===== src/rtl/i2s_rx.sv =====
// I2S receiver: oversamples sck/ws/sd on clk, deserialises Philips-framed stereo words and
// presents frames on valid/ready. Define I2S_RX_OVERRUN_EN for the sticky overrun flag.
module i2s_rx #(
  parameter int unsigned DW          = 16,
  parameter int unsigned SYNC_STAGES = 2
) (
  input  logic          clk,
  input  logic          reset_n,
  input  logic          enable,
  input  logic          sck,
  input  logic          ws,
  input  logic          sd,
  output logic [DW-1:0] data_left,
  output logic [DW-1:0] data_right,
  output logic          valid,
`ifdef I2S_RX_OVERRUN_EN
  output logic          overrun,
  input  logic          overrun_clr,
`endif
  input  logic          ready
);

  localparam int unsigned CW = $clog2(DW + 1);

  typedef enum logic [1:0] {StIdle, StSync, StLeft, StRight} state_e;

  logic [SYNC_STAGES-1:0] sck_sync_q, ws_sync_q, sd_sync_q;
  logic                   sck_s, ws_s, sd_s, sck_prev_q, sck_rise;
  state_e                 state_q;
  logic [CW-1:0]          cnt_q, cnt_inc;
  logic [DW-1:0]          shreg_q, word_cur, left_hold_q, frame_l_q, frame_r_q;
  logic                   ws_prev_q, frame_done_q;

  always_ff @(posedge clk or negedge reset_n) begin
    if (!reset_n) begin
      sck_sync_q <= '0;
      ws_sync_q  <= '0;
      sd_sync_q  <= '0;
      sck_prev_q <= 1'b0;
    end else begin
      sck_sync_q <= {sck_sync_q[SYNC_STAGES-2:0], sck};
      ws_sync_q  <= {ws_sync_q[SYNC_STAGES-2:0], ws};
      sd_sync_q  <= {sd_sync_q[SYNC_STAGES-2:0], sd};
      sck_prev_q <= sck_s;
    end
  end

  assign sck_s    = sck_sync_q[SYNC_STAGES-1];
  assign ws_s     = ws_sync_q[SYNC_STAGES-1];
  assign sd_s     = sd_sync_q[SYNC_STAGES-1];
  assign sck_rise = sck_s & ~sck_prev_q;
  assign cnt_inc  = (cnt_q == CW'(DW)) ? cnt_q : cnt_q + CW'(1);

  // Current word with this edge's bit dropped into its left-aligned slot; bits past DW are lost.
  always_comb begin
    word_cur = shreg_q;
    for (int i = 0; i < int'(DW); i++) begin
      if (cnt_q == CW'(DW - 1 - i)) word_cur[i] = sd_s;
    end
  end

  always_ff @(posedge clk or negedge reset_n) begin
    if (!reset_n) begin
      state_q      <= StIdle;
      cnt_q        <= '0;
      shreg_q      <= '0;
      ws_prev_q    <= 1'b0;
      left_hold_q  <= '0;
      frame_l_q    <= '0;
      frame_r_q    <= '0;
      frame_done_q <= 1'b0;
      data_left    <= '0;
      data_right   <= '0;
      valid        <= 1'b0;
`ifdef I2S_RX_OVERRUN_EN
      overrun      <= 1'b0;
`endif
    end else begin
      frame_done_q <= 1'b0;
      if (!enable) begin
        state_q   <= StIdle;
        cnt_q     <= '0;
        shreg_q   <= '0;
        ws_prev_q <= 1'b0;
      end else begin
        unique case (state_q)
          StIdle: state_q <= StSync;
          // Wait for the end of a right word so the first kept word starts at a left MSB.
          StSync: begin
            if (sck_rise) begin
              ws_prev_q <= ws_s;
              if (ws_prev_q && !ws_s) state_q <= StLeft;
            end
          end
          StLeft, StRight: begin
            if (sck_rise) begin
              ws_prev_q <= ws_s;
              if (ws_s != ws_prev_q) begin
                cnt_q   <= '0;
                shreg_q <= '0;
                if (state_q == StLeft) begin
                  left_hold_q <= word_cur;
                  state_q     <= StRight;
                end else begin
                  frame_l_q    <= left_hold_q;
                  frame_r_q    <= word_cur;
                  frame_done_q <= 1'b1;
                  state_q      <= StLeft;
                end
              end else begin
                shreg_q <= word_cur;
                cnt_q   <= cnt_inc;
              end
            end
          end
          default: state_q <= StIdle;
        endcase
      end

      // A completing frame may replace one being transferred this cycle; otherwise it is dropped.
      if (frame_done_q && (!valid || ready)) begin
        data_left  <= frame_l_q;
        data_right <= frame_r_q;
        valid      <= 1'b1;
      end else if (valid && ready) begin
        valid <= 1'b0;
      end
`ifdef I2S_RX_OVERRUN_EN
      if (frame_done_q && valid && !ready) overrun <= 1'b1;
      else if (overrun_clr)                overrun <= 1'b0;
`endif
    end
  end

endmodule


===== config.mk =====
export PLATFORM = sky130hd
export DESIGN_NAME = i2s_rx
export DESIGN_NICKNAME = d
export VERILOG_FILES = /design/src/rtl/i2s_rx.sv
export SDC_FILE = /design/constraint.sdc
export NUM_CORES = 1
export LEC_CHECK = 0
export ABC_CLOCK_PERIOD_IN_PS = 2300
export CORE_MARGIN = 2
export CORE_UTILIZATION = 55
export DETAILED_ROUTE_END_ITERATION = 7
export HOLD_SLACK_MARGIN = 0.15
export PLACE_DENSITY_LB_ADDON = 0.2
export REMOVE_ABC_BUFFERS = 1
export SYNTH_ARGS = -nofsm -noshare
export SYNTH_HDL_FRONTEND = slang
export SYNTH_SLANG_ARGS = --single-unit

===== constraint.sdc =====
create_clock -name clk -period 2.3 [get_ports clk]
set_input_delay 0.46 -clock clk [delete_from_list [all_inputs] [get_ports clk]]
set_output_delay 0.46 -clock clk [all_outputs]
set_load 0.005 [all_outputs]

==> metrics <==
run status=finished clean; setup bufs post-CTS=0; post_cts resized=0; layout net count=approximately 380; P_int=0.00397 W; power share of the sequential group=41.0%; Detailed Place HPWL=approximately 5000 um; largest net degree at the start of global routing=52; P_sw=0.000920 W; PwrDens=between 800 and 900 nW/um^2; drt drc=0; Yosys reg bits=113; Synth area leaders=dfrtp_1 (56%), mux2_4 (14%), mux2_2 (11%); fmax=approximately 0.53 GHz; CP Cell Sequence=inv_1 -> ha_1 -> nor4bb_2 -> mux2_2 -> mux2_4; P&R area growth vs syn=21.6%; ys flop type=dfrtp_1; number of global-route vias before repair=2,874; post-route ant nets=0; initial core utilization=57.1%; Mapped Avg Cell Area=15.8 um^2; diode count=0; Max-Cap Viols=0; 1st-iter DRT viols=roughly 120; Util after Layout=69.5%; IO Pins=40; top post-synthesis cells by count=dfrtp_1 (113), mux2_4 (48), mux2_2 (47); crit path launch type=register; Setup violations, final=0; crit-path max cell delay=430 ps; relative slew slack=60.0%; TritonCTS buffer count=17; gr usage total=18.4%; Routed WL=roughly 8000 um; worst-margin pin slew=600 ps; Detailed Routing Iterations Pass 1=4; initial antenna violation count=0; CTS tree=built; Crit path max-delay family=multiplexers; Non-Filler Instances=486; unrepaired setup endpoints after global routing=no; Req. time, crit path=2680 ps; clock network fraction of design power=57.2%; crit end category=register; die area=9880 um^2; DIE WIDTH=slightly below 100 um; port buffer count=39; post-synth cell types=41; CTS max path bufs=2; crit-path max FO=5; share of flip-flops with an asynchronous set or reset=100%; Sink Count=about 110; synth warn=0; Post-synth EDFFs=0; CTS Hold Buffers Added=1; worst vdd ir=0.528 mV; fin. max-slew vios=0; Fillers=601; post-synth top area share=roughly 56%; Slowest-stage cell, CP=dfrtp_1; layout cells sized above 1=39.9%; core area=8760 um^2; Worst Hold Class=reg -> reg; DP Cell Count=454; most frequent cell after synthesis=dfrtp_1; CTS H-tree lvls=4; Arr. time, crit path=2250 ps; final RePlAce weighted congestion=0.813; final worst path period need=around 1900 ps; Mapped Area=5010 um^2; root buffer cell=clkbuf_8; clock latency on the worst-skew pair=about 500 ps; final hold violation count=0; total congestion overflow=0; Buf/Inv on CP=1; leakage power=a little under 3 nW; Tcrit/Tclk final=81.3%; Avg Vias per Cell=about 5.5; Syn Inst Count=roughly 320; WL per Instance=16.8 um; Seq/Total Area, Yosys=56.5%; logic gate share of total power=under 10%; Layout Skew=5.70 ps; CTS clk-pin slew, worst paths=50 ps; Die Y=99.4 um; global-route wire length before repair=14,300 um; CP Class=reg -> reg; Sw Share=18.8%; Core Rows=34; vias=roughly 2,700; leading area contributor after synthesis=dfrtp_1
-- through the flow --
stage	hold slack (ps)	setup slack (ps)	setup TNS (ps)	power, W	area (um^2)
after CTS	347	413	0	0.00494	6090
after global placement	333	270	0	0.00213	5440
final	346	429	0	0.00489	6090
after floorplan	164	-292	-7110	0.00206	4800
after detailed placement	335	221	0	0.00213	5440
after global routing	352	322	0	0.00506	6090
-- worst paths after layout --
kind | cells past startpoint | to | slack (ps) | start
setup / recovery | 5 | frame_r_q[11] | 430 | cnt_q[0]
hold / removal | 0 | sck_sync_q[1] | 350 | sck_sync_q[0]
setup reg to reg | 5 | frame_r_q[11] | 430 | cnt_q[0]
hold reg to reg | 0 | sck_sync_q[1] | 350 | sck_sync_q[0]
max in group asynchronous | 3 | shreg_q[10] | 1310 | reset_n
min in group asynchronous | 2 | frame_l_q[3] | 400 | reset_n
-- power groups by stage --
stage                logic, W  registers (W)  clock network, W
detailed placement  0.0000894        0.00204                 0
floorplan           0.0000231        0.00204                 0
CTS                 0.0000920        0.00201           0.00284
global placement    0.0000873        0.00204                 0
global route         0.000102        0.00201           0.00295
finish              0.0000880        0.00201           0.00280
-- metal layers --
metal  routed length (um)  global-route usage (%)  vias up
li1                     -                       -     1248
met1                 3910                    24.3     1361
met2                 3950                    29.2       42
met3                  215                    4.50       10
met4                   92                    7.80        0
met5                    0                       0        -
-- cell type report --
class / instances / area [um^2] / area share, %
flip-flops and latches: 113 / 2830 / 46.5
multi-input cells: 176 / 1950 / 32.1
repair buffers: 51 / 505 / 8.30
clock buffers: 21 / 459 / 7.54
clock inverters: 10 / 181 / 2.98
well taps: 108 / 135 / 2.22
inverters: 7 / 26.3 / 0.432
-- placed cells by master (no fill, tap or decap), types with 4 or more instances in the layout --
cell type and count:
and4bb_2 4, a22o_1 15, o21ai_0 5, bufinv_16 5, nor2b_1 4, ha_1 6, dfrtp_1 113, mux2_4 48
inv_1 7, clkdlybuf4s50_1 38, clkbuf_16 16, clkbuf_8 4, mux2_2 47, nor4b_2 4, buf_4 10
-- cell families after synthesis --
logic type / count (synthesis) / share of synthesized area (%)
buffers and inverters: 27 / 4.57
adders and majority gates: 6 / 1.50
muxes: 96 / 25.2
AOI/OAI and AO/OA: 30 / 4.60
and+or+nand+nor: 44 / 7.70
DFF: 113 / 56.5
-- registers in the layout, summed over array words and instances, names as in the netlist --
register,cells
frame_l_q,16
ws_prev_q,1
data_right,16
data_left,16
ws_sync_q,2
left_hold_q,16
sck_prev_q,1
shreg_q,16
frame_done_q,1
valid,1
state_q,2
frame_r_q,16
cnt_q,5
sck_sync_q,2
sd_sync_q,2
Power figures use the tool's default switching activity.
